**config.mk**
```make
export PLATFORM = sky130hd
export DESIGN_NAME = mac_w
export DESIGN_NICKNAME = d
export VERILOG_FILES = /design/src/rtl/residual_checker_mac_w.sv
export SDC_FILE = /design/constraint.sdc
export NUM_CORES = 1
export LEC_CHECK = 0
export BUFFER_PORTS_ARGS = -buffer_cell sky130_fd_sc_hd__buf_2
export CAP_MARGIN = 15
export CELL_PAD_IN_SITES_DETAIL_PLACEMENT = 0
export CELL_PAD_IN_SITES_GLOBAL_PLACEMENT = 2
export CORE_MARGIN = 3
export CORE_UTILIZATION = 35
export DETAILED_ROUTE_END_ITERATION = 16
export PLACE_DENSITY_LB_ADDON = 0.1
export SETUP_SLACK_MARGIN = 0.2
export SLEW_MARGIN = 20
export SYNTH_ARGS = -nofsm -noshare
export SYNTH_HDL_FRONTEND = slang
export SYNTH_SLANG_ARGS = --single-unit
```
**constraint.sdc**
```tcl
create_clock -name vclk -period 6.3
set_input_delay 0.63 -clock vclk [all_inputs]
set_output_delay 0.63 -clock vclk [all_outputs]
set_load 0.005 [all_outputs]
```
**src/rtl/residual_checker_mac_w.sv**
```systemverilog
// ============================================================================
// mac_w : W-bit multiply-accumulate, acc_out = acc_in + a*b (mod 2^W)
// Revision 1.0
// ============================================================================
`default_nettype none

module mac_w #(
  parameter int W = 20
) (
  input  logic [W-1:0] acc_in,
  input  logic [W-1:0] a,
  input  logic [W-1:0] b,
  output logic [W-1:0] acc_out
);

  logic [W-1:0] prod;

  // Self-determined W-bit operands keep both product and sum truncated to W bits
  assign prod    = a * b;
  assign acc_out = acc_in + prod;

endmodule : mac_w

`default_nettype wire

```
After elaboration in Yosys (flattened, before gate mapping)
Cells that the tools add are included.

cells by class
  add/subtract/negate cells = 1
  $mul = 1
  divide/modulo/power cells = 0
  order comparisons = 0
  equality and inequality tests = 0
  shifts and indexed selects = 0
  muxes and demuxes = 0
  bitwise operators = 0
  reduce and logical (&&, ||, !) cells = 0

operator list
  kind                                            count
  20-bit adder                                    1
  20-bit by 20-bit multiplier with 20-bit output  1

word-level totals
  register bits after elaboration = 0
  latch bits = 0
  memory bits (writable) = 0
  memory bits (read-only) = 0
  input port bits = 60
  output and inout port bits = 20
  word-level logic and storage cells = 2
  memories kept = 0

Depth between registers and ports, before layout
Gate-level depths: netlist (run 1).

  depth after elaboration = 2
  mapped depth = 23
  depth with buffers taken out = 21

Worst setup path after synthesis (run 1)
Ideal clock, no wire load.

  path type = input-to-output
  start point = in b[3]
  end point = out acc_out[19]
  arrival = 5.956 ns
  data required time = 5.670 ns
  setup slack = -0.286 ns
  cell stages on the path = 20
  buffers on the path = 1
  cells stage by stage = clkbuf_1 > and2_1 > fa_1 > fa_1 > inv_1 > fa_1 > inv_1 > fa_1 > inv_1 > fa_1 > inv_1 > fa_1 > fa_1 > ha_1 > a21oi_1 > a21oi_1 > a311o_1 > o22ai_1 > o21ai_0 > xnor2_1

between the ends
  cells in the longest elaborated chain, start to end = 2

ends and longest elaborated chain
  element                                         line  text
  from (decl)                                     12    input logic [W-1:0] b,
  20-bit by 20-bit multiplier with 20-bit output  19    assign prod = a * b;
  20-bit adder                                    20    assign acc_out = acc_in + prod;
  to (decl)                                       13    output logic [W-1:0] acc_out

No other way between the ends.

Worst setup path after layout (run 1)
  start point = in a[7]
  end point = out acc_out[16]

between the ends
  cells in the longest elaborated chain, start to end = 2

ends and longest elaborated chain
  element                                         line  text
  from (decl)                                     11    input logic [W-1:0] a,
  20-bit by 20-bit multiplier with 20-bit output  19
  20-bit adder                                    20

No other way between the ends.

==> results by group, run 1 <==
STA
  – Setup ws final: -0.245 ns
  – Final Cycle Share: 1.04
  – Setup Viol. Count Final: 6
  – Worst slew pin tran: 0.442 ns
  – Pins Over Slew Limit: 0
  – Highest clock rate: around 150 MHz
  – Final Critical Period: around 6.5 ns
  – Slew margin rel.: 0.705
  – Worst Hold Margin: ~1.6 ns
  – RSZ-0062 raised after global routing: true
  – Hold Violations, Final: 0

Global route
  – Gr ovfl total: 0
  – Vias in the first global route: about 6000
  – Largest net degree at the start of global routing: 18
  – First-pass GRT wire length: about 31000 µm
  – Overall fraction of global-route tracks in use: 0.188
  – Initial antenna violation count: 1

Placed design
  – Final GP Congestion: 0.784
  – Detailed-placement wirelength estimate: around 16000 µm
  – # port buffers: 80

Synth
  – Dominant cells by area after synthesis: fa_1 (47%), ha_1 (13%), and2_1 (12%)
  – Largest area contributor in the netlist: fa_1
  – Post-synth top area share: 0.474
  – Compound-Gate Fraction of Synth Area: 0.0374
  – Synth Area in XOR/XNOR: 0.0709
  – Mux contribution to synthesized area: 0
  – Ys Warns: 0
  – Largest family of logic cells by synthesized area: adder cells
  – Syn avg cell area: around 9 µm²
  – Post-synth cell types: 27
  – Cell area after synthesis: ~0.0066 mm²
  – Register area share after synthesis: 0
  – Adder-cell share of the synthesized area: 0.607
  – Post-Synth Simple-Gate Area: 0.181
  – Syn Nets: around 1000
  – Gate Count Post-Synth: approximately 730

Setup path
  – CP max FO: 5
  – CP max stage delay: ~0.53 ns
  – CP required: between 5 and 6 ns
  – Crit path top cell by count: fa_1
  – Worst-path cell chain: buf_6 -> buf_6 -> and2_4 -> fa_2 -> inv_2 -> fa_2 -> fa_1 -> inv_1 -> fa_1 -> ha_4 -> inv_2 -> fa_1 -> fa_1 -> inv_2 -> ha_4 -> and3_1 -> a221o_1 -> a211oi_2 -> or4b_1 -> nand3_1 -> buf_2
  – Setup crit end kind: primary output
  – Slowest cell on the critical path: fa_2
  – Worst EP arrival: ~5.9 ns
  – Nature of the critical path startpoint: input port
  – Worst Setup Path Type: in -> out

Outcome
  – Failing checks: setup timing
  – Outcome: finished with violations

Die
  – Core area: approximately 0.018 mm²
  – Die W: roughly 140 µm
  – Initial Util: 0.361
  – Die H: 143 µm
  – Die area: approximately 0.02 mm²
  – Top Ports: 80
  – # rows: around 50

Cells and area
  – Most frequent cells in the layout: inv_1 (149), fa_1 (147), and2_1 (107)
  – FFs & Latches: 0
  – Area occupied by registers: 0 µm²
  – Area Growth Syn to Fin: 28.5%
  – Number of clock-tree buffers in the layout: 0
  – Layout cells sized above 1: 0.265
  – Most common library cell in the layout ignoring fill and taps: inv_1
  – Fill cells: ~1800
  – Total Nets Final: 1171

CTS
  – Hold_buf cts: 0

Detailed routing
  – Routed WL: 18400 µm
  – Post-detailed-route count of antenna-violating nets: 0
  – Vias after detailed routing: ~5200
  – WL per Instance: between 15 and 20 µm
  – Residual DRC count: 0
  – Initial DRC Count: between 150 and 200
  – Pre-Repair DR Iteration Count: 4
  – Via density: around 4.7

Flow run
  – Max-Cap Viols: 0

Hold path
  – Hold WC Path Type: in -> out
synth_stat cells, drive strengths merged (2+ instances only):
cell and instances:
and3 2, a21o 2, ha 70, clkbuf 23, xor2 10, o21bai 2, inv 158, o21ai 10
a21oi 13, nor2 7, fa 155, nand3 4, xnor2 43, o21a 5, and2 121, nand2 92
path summary, 6_finish.rpt:
path                       from           to  slack, ns  cells after the start
worst max-delay path       a[7]  acc_out[16]      -0.24                     21
worst min-delay path  acc_in[0]   acc_out[0]       1.55                      3
worst max-delay path: cells and delay by family:
family / cells / cell delay, ns
buffers and inverters: 7 / 0.56
and+or+nand+nor: 4 / 0.89
adders and majority gates: 8 / 3.43
AOI/OAI and AO/OA: 2 / 0.38
repair_timing:
item / CTS / global route
pin swaps: 33 / 26
endpoints found under the setup margin: 9 / 9
setup buffers: 10 / 1
gates resized for setup: 70 / 20
gates cloned: 2 / 0
metrics by stage:
stage	setup WS [ns]	utilization	setup TNS, ns	cells	cell area [µm²]
3_5_place_dp	-0.464	0.436	-2.59	1100	7920
4_1_cts	-0.315	0.458	-1.34	1112	8310
3_3_place_gp	-0.397	0.436	-2.19	1100	7920
5_1_grt	-0.403	0.464	-2.18	1113	8410
2_1_floorplan	0.106	-	0	727	6690
6_report	-0.245	0.464	-0.970	1114	8420
layout make-up:
type / instances / area (µm²) / share of cell area
Tap cell: 229 / 287 / 0.0340
Inverter: 158 / 593 / 0.0705
Timing Repair Buffer: 180 / 1400 / 0.167
Multi-Input combinational cell: 546 / 6130 / 0.729
Antenna cell: 1 / 2.50 / 0.000297
kinds of logic (layout without fill, tap and decap cells):
family / after synthesis / in the layout
AOI/OAI and AO/OA: 39 / 39
and+or+nand+nor: 229 / 229
buffers and inverters: 181 / 338
adders and majority gates: 225 / 225
other: 0 / 1
xor gates and xnor gates: 53 / 53
routing by layer:
metal	global-route usage	vias up	share of wire
li1	-	2452	-
met1	0.262	2629	0.44
met2	0.335	97	0.51
met3	0.00636	23	0.029
met4	0.0275	0	0.018
met5	0	-	0
==> run 2: changes to the inputs <==
--- a/config.mk
+++ b/config.mk
@@ -12,8 +12,9 @@
 export CORE_MARGIN = 3
 export CORE_UTILIZATION = 35
 export DETAILED_ROUTE_END_ITERATION = 16
+export GPL_TIMING_DRIVEN = 0
 export PLACE_DENSITY_LB_ADDON = 0.1
-export SETUP_SLACK_MARGIN = 0.2
+export SETUP_SLACK_MARGIN = 0.02
 export SLEW_MARGIN = 20
 export SYNTH_ARGS = -nofsm -noshare
 export SYNTH_HDL_FRONTEND = slang
==> run 2 against run 1 <==
Effect of this change: critical endpoint unchanged; largest cell class unchanged; first-iteration DRC count is 11% higher; final cell count decreased by 4.5%; clock-buffer cell count is the same; via count down 2.6%; maximum frequency shrank 1.7%; wire length increased by 3.2%; die area stayed put; flip-flop and latch count is the same; the run still ends with setup timing left; global-route usage is 0.49 points higher.
==> results by group, run 2 (synthesis gave the netlist of run 1 again) <==
Hold path
  – Hold Startpoint: acc_in[0] (unchanged)
  – Hold path cells: 3 (unchanged)
  – Hold WC Path Type: in -> out (unchanged)
  – Hold Path Sink: acc_out[0] (unchanged)

Cells and area
  – Area occupied by registers: 0 µm² (unchanged)
  – Area Growth Syn to Fin: 23.6% (was 28.5%)
  – Total Nets Final: 1122 (was 1171)
  – Most common library cell in the layout ignoring fill and taps: inv_1 (unchanged)
  – FFs & Latches: 0 (unchanged)
  – Layout cells sized above 1: 0.222 (was 0.265)
  – Most frequent cells in the layout: inv_1 (151), fa_1 (144), and2_1 (111) (was inv_1 (149), fa_1 (147), and2_1 (107))
  – Diode count: 0 (was 1)
  – Fill cells: 1887 (was 1831)
  – Number of clock-tree buffers in the layout: 0 (unchanged)

Die
  – Die area: 0.0204 mm² (unchanged)
  – Die H: 143 µm (unchanged)
  – Initial Util: 0.361 (unchanged)
  – Core area: 0.0181 mm² (unchanged)
  – Die W: 143 µm (unchanged)
  – # rows: 49 (unchanged)
  – Top Ports: 80 (unchanged)

STA
  – Final Cycle Share: 1.06 (was 1.04)
  – RSZ-0062 raised after global routing: true (unchanged)
  – Setup Viol. Count Final: 7 (was 6)
  – Highest clock rate: 150 MHz (was 153 MHz)
  – Worst Hold Margin: 1.55 ns (about the same)
  – Setup ws final: -0.355 ns (was -0.245 ns)
  – Hold Violations, Final: 0 (unchanged)
  – Pins Over Slew Limit: 0 (unchanged)
  – Slew margin rel.: 0.689 (was 0.705)
  – Worst slew pin tran: 0.463 ns (was 0.442 ns)
  – Final Critical Period: 6.65 ns (was 6.54 ns)

Setup path
  – Slowest cell on the critical path: fa_1 (was fa_2)
  – Cell family with most CP delay: adder cells (unchanged)
  – CP max stage delay: 0.57 ns (was 0.53 ns)
  – Worst-path cell chain: buf_12 -> buf_4 -> buf_4 -> and2_1 -> fa_1 -> fa_1 -> inv_1 -> fa_1 -> fa_1 -> inv_1 -> ha_4 -> fa_1 -> fa_1 -> ha_4 -> a21o_1 -> a221o_2 -> a211oi_4 -> or4b_1 -> nand3_1 -> buf_2 (was buf_6 -> buf_6 -> and2_4 -> fa_2 -> inv_2 -> fa_2 -> fa_1 -> inv_1 -> fa_1 -> ha_4 -> inv_2 -> fa_1 -> fa_1 -> inv_2 -> ha_4 -> and3_1 -> a221o_1 -> a211oi_2 -> or4b_1 -> nand3_1 -> buf_2)
  – WP buf/inv: 6 (was 7)
  – Critical path origin: b[4] (was a[7])
  – CP max FO: 4 (was 5)
  – Worst Setup Path Type: in -> out (unchanged)
  – Crit path top cell by count: fa_1 (unchanged)
  – CP required: 5.67 ns (about the same)
  – Nature of the critical path startpoint: input port (unchanged)
  – Worst EP arrival: 6.02 ns (was 5.91 ns)
  – Setup crit end kind: primary output (unchanged)

Detailed routing
  – WL per Instance: 17.8 µm (was 16.5 µm)
  – Pre-Repair DR Iteration Count: 4 (unchanged)
  – Vias after detailed routing: 5065 (was 5201)
  – Initial DRC Count: 169 (was 152)
  – Via density: 4.76 (was 4.67)
  – Routed WL: 19000 µm (was 18400 µm)
  – Post-detailed-route count of antenna-violating nets: 0 (unchanged)
  – Residual DRC count: 0 (unchanged)

Outcome
  – Outcome: finished with violations (unchanged)
  – Failing checks: setup timing (unchanged)

Global route
  – Overall fraction of global-route tracks in use: 0.193 (was 0.188)
  – First-pass GRT wire length: 30600 µm (was 30500 µm)
  – Initial antenna violation count: 1 (unchanged)
  – Largest net degree at the start of global routing: 13 (was 18)
  – Vias in the first global route: 5753 (was 5888)
  – Gr ovfl total: 0 (unchanged)

CTS
  – Hold_buf cts: 0 (unchanged)

Placed design
  – Detailed-placement wirelength estimate: 15800 µm (was 16000 µm)
  – Final GP Congestion: 0.807 (was 0.784)
  – # port buffers: 79 (was 80)

Flow run
  – Max-Cap Viols: 0 (unchanged)
[run 2: changes by cell type in the layout (fill, tap and decap cells not counted), sizes merged]
cell    before  now
buf        178  117
clkbuf       1   14
bufbuf       1    0
diode        1    0
[run 2: how the worst max path moves through the flow]
stage	endpoint	cells after the start
after floorplan	acc_out[19]	20
after global placement	acc_out[19]	21
after detailed placement	acc_out[19]	21
after CTS	acc_out[16]	22
after global routing	acc_out[16]	21
final	acc_out[16]	20
[run 2: metrics by stage]
step           std cells  setup WS, ns  TNS [ns]  cell area [µm²]  utilization
3_5_place_dp        1035         -1.03     -6.91             7300        0.402
3_3_place_gp        1035         -1.05     -6.82             7300        0.402
2_1_floorplan        727        0.0277         0             6620            -
6_report            1064        -0.355     -1.81             8100        0.446
5_1_grt             1064        -0.544     -3.01             8100        0.446
4_1_cts             1062        -0.439     -2.44             7980        0.440
[run 2: routing by layer]
layer / global-route usage / wire [µm] / vias up
met4: 0.0330 / 378 / 0
met2: 0.340 / 9600 / 93
met3: 0.0161 / 686 / 19
met1: 0.264 / 8290 / 2600
met5: 0 / 0 / -
li1: - / - / 2353
[run 2: tightest hold or removal path, cell delays in order]
cell   delay [ns]
buf_2        0.08
ha_1         0.11
buf_2        0.10
[run 2: final cells by class]
| cell class | instances | area (µm²) | share of cell area |
|---|---|---|---|
| buffer | 18 | 256 | 0.0317 |
| tap | 229 | 287 | 0.0354 |
| multi-input combinational | 546 | 6160 | 0.760 |
| timing repair buffer | 113 | 806 | 0.0995 |
| inverter | 158 | 593 | 0.0732 |
[run 2: repair_timing]
action,in CTS,in global routing
resized for setup,97,36
buffers inserted,32,2
gates cloned,0,0
pin swaps,56,43
endpoints found under the setup margin,10,9
Power of run 2 is left out: the tool's default activity adds up to more than one toggle a clock period on the data nets, which glitch-free logic cannot reach.
==> run 3: changes to the inputs <==
==> config.mk (replaced) <==
export PLATFORM = sky130hd
export DESIGN_NAME = mac_w
export DESIGN_NICKNAME = d
export VERILOG_FILES = /design/src/rtl/residual_checker_mac_w.sv
export SDC_FILE = /design/constraint.sdc
export NUM_CORES = 1
export LEC_CHECK = 0
export CAP_MARGIN = 15
export CELL_PAD_IN_SITES_DETAIL_PLACEMENT = 0
export CELL_PAD_IN_SITES_GLOBAL_PLACEMENT = 2
export CORE_MARGIN = 3
export CORE_UTILIZATION = 38
export DETAILED_ROUTE_END_ITERATION = 16
export DONT_BUFFER_PORTS = 1
export GPL_TIMING_DRIVEN = 0
export PLACE_DENSITY_LB_ADDON = 0.1
export SETUP_SLACK_MARGIN = 0.05
export SLEW_MARGIN = 20
export SYNTH_ARGS = -nofsm -noshare
export SYNTH_HDL_FRONTEND = slang
export SYNTH_SLANG_ARGS = --single-unit
==> run 3 against run 2 <==
Effect of this change: critical endpoint is now acc_out[15]; flip-flop and latch count unchanged; design area decreased by 7.6%; non-clock buffer count decreased by 90; largest cell class unchanged; the run still ends with setup timing left; clock-buffer cell count unchanged.
==> results by group, run 3 (synthesis gave the netlist of run 1 again) <==
Outcome
  – Outcome: finished with violations (unchanged)
  – Failing checks: setup timing (unchanged)

Global route
  – Overall fraction of global-route tracks in use: 0.204 (was 0.193)
  – Gr ovfl total: 0 (unchanged)
  – Initial antenna violation count: 1 (unchanged)
  – Vias in the first global route: 5299 (was 5753)
  – Largest net degree at the start of global routing: 11 (was 13)
  – First-pass GRT wire length: 29300 µm (was 30600 µm)

Setup path
  – CP max FO: 8 (was 4)
  – Crit path top cell by count: fa_1 (unchanged)
  – CP max stage delay: 0.59 ns (was 0.57 ns)
  – Worst-path cell chain: clkbuf_16 -> and2_4 -> fa_1 -> fa_1 -> inv_1 -> fa_1 -> inv_2 -> fa_1 -> inv_2 -> fa_1 -> inv_1 -> fa_1 -> fa_1 -> ha_4 -> a21oi_4 -> a21oi_2 -> a311o_1 -> buf_4 -> a21oi_4 -> xnor2_2 (was buf_12 -> buf_4 -> buf_4 -> and2_1 -> fa_1 -> fa_1 -> inv_1 -> fa_1 -> fa_1 -> inv_1 -> ha_4 -> fa_1 -> fa_1 -> ha_4 -> a21o_1 -> a221o_2 -> a211oi_4 -> or4b_1 -> nand3_1 -> buf_2)
  – Nature of the critical path startpoint: input port (unchanged)
  – Slowest cell on the critical path: fa_1 (unchanged)
  – Setup crit end kind: primary output (unchanged)
  – CP required: 5.67 ns (about the same)
  – Cell family with most CP delay: adder cells (unchanged)
  – Worst EP arrival: 5.85 ns (was 6.02 ns)
  – Worst Setup Path Type: in -> out (unchanged)
  – WP buf/inv: 6 (unchanged)

Cells and area
  – Non-Filler Instances: 965 (was 1064)
  – Total Nets Final: 1032 (was 1122)
  – FFs & Latches: 0 (unchanged)
  – Finished Cell Area: 0.00749 mm² (was 0.00810 mm²)
  – Diode count: 0 (unchanged)
  – Area Growth Syn to Fin: 14.3% (was 23.6%)
  – Most common library cell in the layout ignoring fill and taps: inv_1 (unchanged)
  – Area occupied by registers: 0 µm² (unchanged)
  – Number of clock-tree buffers in the layout: 0 (unchanged)
  – Most frequent cells in the layout: inv_1 (150), fa_1 (148), and2_1 (110) (was inv_1 (151), fa_1 (144), and2_1 (111))
  – Layout cells sized above 1: 0.133 (was 0.222)

STA
  – Setup ws final: -0.179 ns (was -0.355 ns)
  – RSZ-0062 raised after global routing: true (unchanged)
  – Final Critical Period: 6.48 ns (was 6.65 ns)
  – Worst slew pin tran: 0.474 ns (was 0.463 ns)
  – Hold Violations, Final: 0 (unchanged)
  – Total negative slack: -0.673 ns (was -1.81 ns)
  – Highest clock rate: 154 MHz (was 150 MHz)
  – Slew margin rel.: 0.682 (was 0.689)
  – Setup Viol. Count Final: 6 (was 7)
  – Final Cycle Share: 1.03 (was 1.06)
  – Pins Over Slew Limit: 0 (unchanged)

Detailed routing
  – Vias after detailed routing: 4718 (was 5065)
  – Initial DRC Count: 115 (was 169)
  – Post-detailed-route count of antenna-violating nets: 0 (unchanged)
  – Via density: 4.89 (was 4.76)
  – Pre-Repair DR Iteration Count: 4 (unchanged)
  – Routed WL: 18400 µm (was 19000 µm)
  – Residual DRC count: 0 (unchanged)
  – WL per Instance: 19.1 µm (was 17.8 µm)

Die
  – Core area: 0.0167 mm² (was 0.0181 mm²)
  – Initial Util: 0.392 (was 0.361)
  – Die H: 137 µm (was 143 µm)
  – Top Ports: 80 (unchanged)
  – Die W: 137 µm (was 143 µm)
  – Die area: 0.0188 mm² (was 0.0204 mm²)
  – # rows: 47 (was 49)

CTS
  – Hold_buf cts: 0 (unchanged)

Hold path
  – Hold WC Path Type: in -> out (unchanged)

Placed design
  – Dpl cells: 947 (was 1035)
  – Detailed-placement wirelength estimate: 15400 µm (was 15800 µm)
  – # port buffers: 0 (was 79)
  – DP Area: 0.00694 mm² (was 0.00730 mm²)
  – Final GP Congestion: 0.781 (was 0.807)

Flow run
  – Max-Cap Viols: 0 (unchanged)
## run 3: changes by cell type in the layout (fill, tap and decap cells not counted), sizes merged
| cell | change |
|---|---|
| buf | -92 |
| clkbuf | +2 |
## run 3: worst paths after layout
| check | startpoint | endpoint | slack (ns) | cells after the start |
|---|---|---|---|---|
| max | b[3] | acc_out[15] | -0.18 | 20 |
| min | acc_in[0] | acc_out[0] | 1.40 | 1 |
## run 3: cell type report
type	instances	area [µm²]
Inverter	158	593
Multi-Input combinational cell	546	6190
Timing Repair Buffer	18	148
Tap cell	220	275
Fill cell	1717	9210
Buffer	23	277
## run 3: routing by layer
layer	vias to the layer above	global-route usage	routed length (µm)
met5	-	0	0
met4	0	0.0255	282
met2	82	0.357	9320
met3	14	0.0153	722
met1	2452	0.286	8090
li1	2170	-	-
## run 3: repair_timing
item | CTS | global route
pin swaps | 45 | 44
setup buffers | 13 | 5
endpoints found under the setup margin | 10 | 10
gates resized for setup | 52 | 44
## run 3: metrics by stage
stage               utilization  hold slack, ns  worst slack, ns
floorplan                     -            1.38           0.0466
global placement          0.415            1.39           -0.842
detailed placement        0.415            1.40           -0.842
CTS                       0.437            1.40           -0.248
global route              0.448            1.40           -0.358
finish                    0.448            1.40           -0.179
Power of run 3 is left out for the same reason.
